--- config.mk ---
export PLATFORM = sky130hd
export DESIGN_NAME = timer_digit_entry
export DESIGN_NICKNAME = d
export VERILOG_FILES = /design/src/rtl/timer_pkg.sv /design/src/rtl/key_edge_detect.sv /design/src/rtl/timer_digit_entry.sv
export SDC_FILE = /design/constraint.sdc
export NUM_CORES = 1
export LEC_CHECK = 0
export ABC_AREA = 1
export CELL_PAD_IN_SITES_DETAIL_PLACEMENT = 1
export CELL_PAD_IN_SITES_GLOBAL_PLACEMENT = 1
export CORE_MARGIN = 2
export CORE_UTILIZATION = 32
export DETAILED_ROUTE_END_ITERATION = 8
export HOLD_SLACK_MARGIN = 0.03
export PLACE_DENSITY_LB_ADDON = 0.1
export SLEW_MARGIN = 20
export SYNTH_ARGS = -nofsm -noshare
export SYNTH_HDL_FRONTEND = slang
export SYNTH_SLANG_ARGS = --single-unit
--- constraint.sdc ---
create_clock -name clk_i -period 1.13 [get_ports clk_i]
set_input_delay 0.113 -clock clk_i [delete_from_list [all_inputs] [get_ports clk_i]]
set_output_delay 0.113 -clock clk_i [all_outputs]
set_load 0.05 [all_outputs]
--- src/rtl/timer_pkg.sv ---
// Shared types and constants for the M:SS timer keypad front end.
package timer_pkg;
  localparam int DIGIT_W = 4;

  typedef logic [DIGIT_W-1:0] digit_t;

  localparam digit_t BCD_MAX          = 4'd9;
  localparam digit_t SEC_TENS_MAX_DEF = 4'd5;

  typedef enum logic [2:0] {
    ST_IDLE,
    ST_ENTRY,
    ST_LOAD,
    ST_RUN,
    ST_DONE
  } state_e;

  function automatic digit_t clamp_digit(input digit_t d, input digit_t max_v);
    return (d > max_v) ? max_v : d;
  endfunction
endpackage

--- src/rtl/key_edge_detect.sv ---
// Synchronizes an asynchronous level and emits a one-cycle pulse on its rising edge.
module key_edge_detect #(
  parameter int SYNC_STAGES = 2
) (
  input  logic clk_i,
  input  logic rst_i,
  input  logic async_i,
  output logic rise_o
);
  // [SYNC_STAGES-1] is the synchronized level, [SYNC_STAGES] its one-cycle-old copy
  logic [SYNC_STAGES:0] vld_pipe_q;

  always_ff @(posedge clk_i or posedge rst_i) begin
    if (rst_i) vld_pipe_q <= '0;
    else       vld_pipe_q <= {vld_pipe_q[SYNC_STAGES-1:0], async_i};
  end

  assign rise_o = vld_pipe_q[SYNC_STAGES-1] & ~vld_pipe_q[SYNC_STAGES];
endmodule

--- src/rtl/timer_digit_entry.sv ---
// Keypad digit entry for the M:SS countdown chain: shifts BCD digits in,
// loads the counters on start and enables them until terminal count or clear.
module timer_digit_entry
  import timer_pkg::*;
#(
  parameter int     NUM_DIGITS   = 3,
  parameter digit_t SEC_TENS_MAX = SEC_TENS_MAX_DEF,
  parameter int     SYNC_STAGES  = 2
) (
  input  logic         clk_i,
  input  logic         rst_i,
  input  logic         key_valid_i,
  input  logic [3:0]   key_code_i,
  input  logic         start_i,
  input  logic         clear_i,
  input  logic         rco_L_i,
  output logic [3:0]   min_ones_o,
  output logic [3:0]   sec_tens_o,
  output logic [3:0]   sec_ones_o,
  output logic         load_o,
  output logic         enablen_o,
  output logic [1:0]   digit_cnt_o,
  output logic         done_o
);
  state_e     state_q, state_d;
  digit_t     min_q, min_d, tens_q, tens_d, ones_q, ones_d;
  logic [1:0] cnt_q, cnt_d;
  logic       load_q, load_d, enn_q, enn_d, done_q, done_d, first_q, first_d;
  logic       key_rise, key_ok, digits_nz;

  key_edge_detect #(.SYNC_STAGES(SYNC_STAGES)) u_key_edge (
    .clk_i   (clk_i),
    .rst_i   (rst_i),
    .async_i (key_valid_i),
    .rise_o  (key_rise)
  );

  assign key_ok    = key_rise && (key_code_i <= BCD_MAX) && (int'(cnt_q) < NUM_DIGITS);
  assign digits_nz = |{min_q, tens_q, ones_q};

  always_comb begin
    state_d = state_q;
    min_d   = min_q;
    tens_d  = tens_q;
    ones_d  = ones_q;
    cnt_d   = cnt_q;
    enn_d   = enn_q;
    load_d  = 1'b0;
    done_d  = 1'b0;
    first_d = 1'b0;
    if (clear_i) begin
      state_d = ST_IDLE;
      min_d   = '0;
      tens_d  = '0;
      ones_d  = '0;
      cnt_d   = '0;
      enn_d   = 1'b1;
    end else begin
      unique case (state_q)
        ST_IDLE, ST_ENTRY: begin
          // start owns the cycle: a coincident key edge is dropped even if start is ignored
          if (start_i) begin
            if (state_q == ST_ENTRY && digits_nz) begin
              state_d = ST_LOAD;
              load_d  = 1'b1;
              tens_d  = clamp_digit(tens_q, SEC_TENS_MAX);
            end
          end else if (key_ok) begin
            min_d   = tens_q;
            tens_d  = ones_q;
            ones_d  = key_code_i;
            cnt_d   = cnt_q + 2'd1;
            state_d = ST_ENTRY;
          end
        end
        ST_LOAD: begin
          state_d = ST_RUN;
          enn_d   = 1'b0;
          first_d = 1'b1;
        end
        ST_RUN: begin
          // rco_L is stale in the cycle right after the parallel load
          if (!first_q && !rco_L_i) begin
            state_d = ST_DONE;
            done_d  = 1'b1;
            enn_d   = 1'b1;
            min_d   = '0;
            tens_d  = '0;
            ones_d  = '0;
            cnt_d   = '0;
          end
        end
        ST_DONE: state_d = ST_IDLE;
        default: begin
          state_d = ST_IDLE;
          enn_d   = 1'b1;
        end
      endcase
    end
  end

  always_ff @(posedge clk_i or posedge rst_i) begin
    if (rst_i) begin
      state_q <= ST_IDLE;
      min_q   <= '0;
      tens_q  <= '0;
      ones_q  <= '0;
      cnt_q   <= '0;
      load_q  <= 1'b0;
      enn_q   <= 1'b1;
      done_q  <= 1'b0;
      first_q <= 1'b0;
    end else begin
      state_q <= state_d;
      min_q   <= min_d;
      tens_q  <= tens_d;
      ones_q  <= ones_d;
      cnt_q   <= cnt_d;
      load_q  <= load_d;
      enn_q   <= enn_d;
      done_q  <= done_d;
      first_q <= first_d;
    end
  end

  assign min_ones_o  = min_q;
  assign sec_tens_o  = tens_q;
  assign sec_ones_o  = ones_q;
  assign load_o      = load_q;
  assign enablen_o   = enn_q;
  assign digit_cnt_o = cnt_q;
  assign done_o      = done_q;
endmodule

Word-level counts from Yosys, hierarchy flattened
Index checks and enable logic that the tools add are counted.
{"block": "op_classes", "addsub": 1, "reduce_logical": 15, "muxes": 38, "eq_ne": 11, "bitwise": 2, "order_cmp": 3}
{"op": "two-way mux 4 bit", "n": 12}
{"op": "one-hot mux 4 bit (2 select lines)", "n": 3}
{"op": "two-way mux 3 bit", "n": 5}
{"op": "!= test 4 bit (second input constant)", "n": 3}
{"op": "OR reduction 12 bit", "n": 1}
{"op": "two-way mux 1 bit", "n": 11}
{"op": "!= test 3 bit (second input constant)", "n": 3}
{"op": "one-hot mux 3 bit (3 select lines)", "n": 1}
{"op": "two-way mux 2 bit", "n": 4}
{"op": "equality test 3 x 2 -> 1 bit (second input constant)", "n": 2}
{"op": "AND reduction 5 bit", "n": 1}
{"op": "> comparator 4 x 3 -> 1 bit (second input constant)", "n": 1}
{"op": "less-or-equal comparator 4 bit (second input constant)", "n": 1}
{"op": "logical AND 1 bit", "n": 4}
{"op": "one-hot mux 2 bit (2 select lines)", "n": 1}
{"op": "AND reduction 4 bit", "n": 1}
{"op": "equality test 3 x 1 -> 1 bit (second input constant)", "n": 1}
{"op": "equality test 3 bit (second input constant)", "n": 1}
{"op": "zero test 3 bit", "n": 1}
{"op": "one-hot mux 1 bit (3 select lines)", "n": 1}
{"op": "AND reduction 3 bit", "n": 1}
{"op": "nonzero test 3 bit", "n": 1}
{"op": "OR reduction 3 bit", "n": 1}
{"op": "adder 2 x 1 -> 2 bit (second input constant)", "n": 1}
{"op": "7 further kinds", "n": 8}
{"block": "word_totals", "in_bits": 10, "regBits": 24}

Longest topological paths before layout
{"block": "depth", "word_depth": 8, "depth_mapped": 10}

Hierarchy
From an unflattened synthesis, not the netlist that was laid out.
{"block": "unflattened", "hier_cells": 137, "area_unflattened_um2": 1194.9}
{"module": "timer_digit_entry", "instances": 1, "area_per_inst_um2": 1106.1, "cells_each": 131}
{"module": "key_edge_detect", "instances": 1, "area_per_inst_um2": 88.8, "cells_each": 6}

Least setup slack after synthesis
Ideal clock, no wire load.
{"block": "synth_path", "kind": "reg2reg", "from": "register cnt_q[0], in the netlist digit_cnt_o[0]", "to": "register ones_q[2], in the netlist sec_ones_o[2]", "arrival_ps": 1430, "path_slack_ps": -420, "setup_time_ps": 120, "t_required_ps": 1010, "path_stages_with_launch": 9, "path_cell_list": "dfrtp_1 -> ha_1 -> nor2_1 -> nand2_1 -> nand3_1 -> nand4_1 -> buf_4 -> nand2_1 -> o21ai_2"}
{"block": "synth_via", "elab_chain_cells": 4}
{"item": "start: declaration", "line_no": "timer_digit_entry.sv:27", "rtl": "logic [1:0] cnt_q, cnt_d;"}
{"item": "start signal: assignment", "line_no": "timer_digit_entry.sv:118", "rtl": "cnt_q <= cnt_d;"}
{"item": "less-than comparator 2 bit", "line_no": "timer_digit_entry.sv:38", "rtl": "assign key_ok = key_rise && (key_code_i <= BCD_MAX) && (int'(cnt_q) < NUM_DIGITS);"}
{"item": "logical AND 1 bit", "line_no": "timer_digit_entry.sv:38"}
{"item": "!= test 3 bit (no source line)"}
{"item": "AND reduction 4 bit (no source line)"}
{"item": "end signal: assignment", "line_no": "timer_digit_entry.sv:117", "rtl": "ones_q <= ones_d;"}
{"item": "end: declaration", "line_no": "timer_digit_entry.sv:26", "rtl": "digit_t min_q, min_d, tens_q, tens_d, ones_q, ones_d;"}
No other way between the ends.
A chain may end at the register's enable or synchronous reset.

Worst setup path after layout
{"block": "layout_path", "from": "register cnt_q[0], in the netlist digit_cnt_o[0]", "to": "register min_q[3], in the netlist min_ones_o[3]"}
{"block": "layout_via", "elab_chain_cells": 4}
{"item": "less-than comparator 2 bit", "line_no": "timer_digit_entry.sv:38"}
{"item": "logical AND 1 bit", "line_no": "timer_digit_entry.sv:38"}
{"item": "!= test 3 bit (no source line)"}
{"item": "AND reduction 4 bit (no source line)"}
{"item": "end signal: assignment", "line_no": "timer_digit_entry.sv:115", "rtl": "min_q <= min_d;"}
{"item": "end: declaration", "line_no": "timer_digit_entry.sv:26"}
No other way between the ends.

==> Flow_metrics.wiki <==
{| class="wikitable"
! Metric !! Value
|-
| Outcome || complete, but fails checks
|-
| Violations in the final reports || setup timing
|-
| Initial antenna violation count || 0
|-
| Worst Hold End || u_key_edge.vld_pipe_q[0]
|-
| Vias per inst || 5.314
|-
| HPWL after DPL || 3.397 mm
|-
| Number of storage elements in the synthesis netlist || 24
|-
| Endpoint of the worst register-to-register path || min_ones_o[3]
|-
| Synth area leaders || sky130_fd_sc_hd__dfrtp_1 49%, sky130_fd_sc_hd__nand2_1 12%, sky130_fd_sc_hd__o21ai_2 7.5%
|-
| Longest Clk Path Bufs || 2
|-
| Critical path data arrival time || ~1.9 ns
|-
| Ant. Diodes || 0
|-
| GRT overflow || 0
|-
| Leakage power || 1.190 nW
|-
| Fraction of synthesized cell area taken by the top area cell type || 49.09%
|-
| Fill cell total of the finished layout || 351
|-
| Critical path data required time || ~1.4 ns
|-
| Final std cells w/o fill || between 200 and 300
|-
| Top library cells by usage in the layout, fill and taps aside || 36 x sky130_fd_sc_hd__buf_4, 25 x sky130_fd_sc_hd__nand2_1, 19 x sky130_fd_sc_hd__buf_6, 19 x sky130_fd_sc_hd__buf_12, 14 x sky130_fd_sc_hd__dfrtp_2
|-
| Residual DRC || 0
|-
| Horiz. Die Dim || 64.53 um
|-
| Slew Viols, Final || 0
|-
| Mean post-synth cell area || approximately 8.6 um^2
|-
| Signed area change from the synthesized netlist to the final layout || 107.9%
|-
| Final hold violations || 0
|-
| Cell total after placement || 246
|-
| Minimum period implied by the final worst setup slack || 1.613 ns
|-
| CTS HTree Levels || 1
|-
| Class of the most critical setup path || reg -> reg
|-
| Number of core rows || 21
|-
| Gr usage total || between 20% and 30%
|-
| Final Net Count || 237
|-
| Syn Inst Count || 137
|-
| Cell variety after synth || 24
|-
| Post-synthesis cell type with the largest combined area || sky130_fd_sc_hd__dfrtp_1
|-
| Number of nets produced by synthesis || around 150
|-
| Post-Syn Area || 0.001172 mm^2
|-
| RSZ-0062 raised after global routing || yes
|-
| Final Cycle Share || 142.8%
|-
| Most common library cell in the layout ignoring fill and taps || sky130_fd_sc_hd__buf_4
|-
| CTS sink count || 24
|-
| Overall die area || around 0.0042 mm^2
|-
| Maximum number of pins on one net before global-route repair || 16
|-
| FF-to-FF Start || digit_cnt_o[0]
|-
| Insertion delay to the later sink of the worst-skew pair || 0.36 ns
|-
| Critical path endpoint category || flop
|-
| Overall routed net length || just under 7 mm
|-
| Placer congestion estimate || roughly 0.8
|-
| Height of the chip || 64.53 um
|-
| Number of global-route vias before repair || between 1,500 and 2,000
|-
| Cell area after placement || between 0.002 and 0.0025 mm^2
|-
| Worst clock skew || 0.01923 ns
|-
| Worst hold-check path type || in -> reg
|-
| Start point of the worst min-delay path || key_valid_i
|-
| Logic depth of the worst register-to-register path || 9
|-
| Ys Warns || 0
|-
| Number of primary I/O pins || 27
|-
| Std-Cell Core Area || roughly 0.0034 mm^2
|-
| Pwr dens || around 2000 mW/mm^2
|-
| Root Buffer || sky130_fd_sc_hd__clkbuf_4
|-
| Sequential share of the synthesized area || 51.33%
|-
| Flop-to-flop setup slack || -0.48 ns
|-
| Final Setup Violations || 34
|-
| Biggest fanout along the worst timing path || 5
|-
| Worst setup slack before clock tree synthesis || -0.4545 ns
|-
| # Max-Cap Violations || 0
|-
| Worst path setup slack after routing || -0.4834 ns
|-
| Number of buffers added by the clock tree synthesis step || 3
|-
| First-pass GRT wire length || approximately 8.4 mm
|-
| Post-route worst hold slack || ~0.19 ns
|-
| Count of buffers inserted at the top-level ports || 26
|-
| Clock-pin slew on the worst setup and hold paths || between 0.15 and 0.2 ns
|-
| Worst relative slew slack || 78.04%
|-
| First-pass iteration count of the detailed router || 4
|-
| Kind of start point of the critical path || flop
|-
| Starting density of the core || 34.32%
|-
| Antenna viol nets, final || 0
|-
| Hold path cells || 1
|-
| Violation count after the first detailed-route iteration || 81
|-
| Total negative slack || -8.765 ns
|-
| TritonCTS clock tree || yes
|-
| Max IR drop VDD || approximately 0.0011 V
|-
| Worst setup path startpoint || digit_cnt_o[0]
|-
| Via Count || 1,440
|-
| Worst-margin pin slew || 0.3259 ns
|-
| Share of layout cells above drive strength 1 || just over 60%
|-
| Post-DR wirelength/cell || 24.84 um
|-
| Highest Clock Rate || 619.8 MHz
|-
| Final design instance area without fill || 0.002437 mm^2
|}
==> worst max path at each step <==
stage,to,slack [ns]
3_5_place_dp,sec_ones_o[2],-0.45
4_1_cts,min_ones_o[1],-0.40
5_1_grt,sec_tens_o[3],-0.58
6_report,min_ones_o[3],-0.48
2_1_floorplan,digit_cnt_o[0],-0.28
3_3_place_gp,digit_cnt_o[1],-0.36
==> where the power goes <==
| group | internal (mW) | leakage [nW] | switching (mW) |
|---|---|---|---|
| sequential | 1.04 | 0.293 | 0.190 |
| clock | 0.360 | 0.0279 | 0.330 |
| combinational | 1.49 | 0.869 | 1.56 |
| total | 2.90 | 1.19 | 2.08 |
==> state kept, by name, summed over array words and instances (netlist names) <==
signal                 cells
first_q                    1
load_o                     1
state_q                    3
enablen_o                  1
sec_ones_o                 4
digit_cnt_o                2
u_key_edge.vld_pipe_q      3
min_ones_o                 4
sec_tens_o                 4
done_o                     1
==> worst max-delay path: stages (launching register included) <==
cell,delay [ns]
sky130_fd_sc_hd__dfrtp_2,0.47
sky130_fd_sc_hd__ha_4,0.18
sky130_fd_sc_hd__nor2_4,0.12
sky130_fd_sc_hd__nand2_2,0.09
sky130_fd_sc_hd__nand3_2,0.09
sky130_fd_sc_hd__nand4_1,0.10
sky130_fd_sc_hd__buf_6,0.17
sky130_fd_sc_hd__clkbuf_16,0.16
sky130_fd_sc_hd__nand2_4,0.07
sky130_fd_sc_hd__o21ai_2,0.06
==> stage by stage <==
step / power [mW] / utilization (%)
4_1_cts: 4.493 / 66.67
2_1_floorplan: 2.237 / -
3_3_place_gp: 3.373 / 58.86
5_1_grt: 5.128 / 71.36
3_5_place_dp: 3.493 / 58.86
6_report: 4.981 / 71.36
==> layer usage <==
layer	wire [um]	GRT usage (%)	part of all wire [%]
met5	0	0	0
met4	283	10.11	4.2
met3	383	4.514	5.7
met2	3432	49.87	51
met1	2632	33.48	39
==> logic make-up after synthesis <==
| logic type | after synthesis | synth area share, % |
|---|---|---|
| and+or+nand+nor | 75 | 29.56 |
| DFF | 24 | 51.33 |
| AOI/OAI and AO/OA | 20 | 11.95 |
| buffers and inverters | 17 | 6.083 |
| adders and majority gates | 1 | 1.067 |
==> synth_stat cells <==
| cell type | count |
|---|---|
| sky130_fd_sc_hd__nand2_1 | 38 |
| sky130_fd_sc_hd__dfrtp_1 | 23 |
| sky130_fd_sc_hd__nor2_1 | 14 |
| sky130_fd_sc_hd__inv_1 | 11 |
| sky130_fd_sc_hd__o21ai_2 | 10 |
| sky130_fd_sc_hd__nand4_1 | 5 |
| sky130_fd_sc_hd__a21oi_1 | 3 |
| sky130_fd_sc_hd__inv_2 | 3 |
| sky130_fd_sc_hd__nand2_2 | 3 |
| sky130_fd_sc_hd__nand3_1 | 3 |
| sky130_fd_sc_hd__nor3_1 | 3 |
| sky130_fd_sc_hd__o21ai_0 | 3 |
| sky130_fd_sc_hd__o21ai_1 | 3 |
| sky130_fd_sc_hd__buf_4 | 2 |
| sky130_fd_sc_hd__nand3_2 | 2 |
| sky130_fd_sc_hd__nor2_2 | 2 |
| sky130_fd_sc_hd__or2_2 | 2 |
| sky130_fd_sc_hd__a21o_1 | 1 |
| sky130_fd_sc_hd__clkinv_1 | 1 |
| sky130_fd_sc_hd__dfstp_2 | 1 |
| sky130_fd_sc_hd__ha_1 | 1 |
| sky130_fd_sc_hd__nor3b_1 | 1 |
| sky130_fd_sc_hd__nor4_2 | 1 |
| sky130_fd_sc_hd__or2_0 | 1 |
==> area by class of cell <==
type | instances | area, um^2 | area share [%]
repair buffers | 86 | 1017 | 41.74
well taps | 46 | 57.56 | 2.361
clock inverters | 1 | 30.03 | 1.232
flip-flops and latches | 24 | 619.3 | 25.41
multi-input cells | 96 | 634.4 | 26.03
clock buffers | 3 | 22.52 | 0.9240
inverters | 15 | 56.30 | 2.310
==> what timing repair did <==
| action | CTS | global route |
|---|---|---|
| gates cloned | 1 | 1 |
| resized for setup | 28 | 21 |
| pin swaps | 6 | 2 |
| buffers inserted | 11 | 16 |
| hold buffers | 1 | 0 |
| hold endpoints to repair | 4 | 0 |
| endpoints found under the setup margin | 35 | 36 |
No activity file was read; power rests on OpenSTA's default activity.
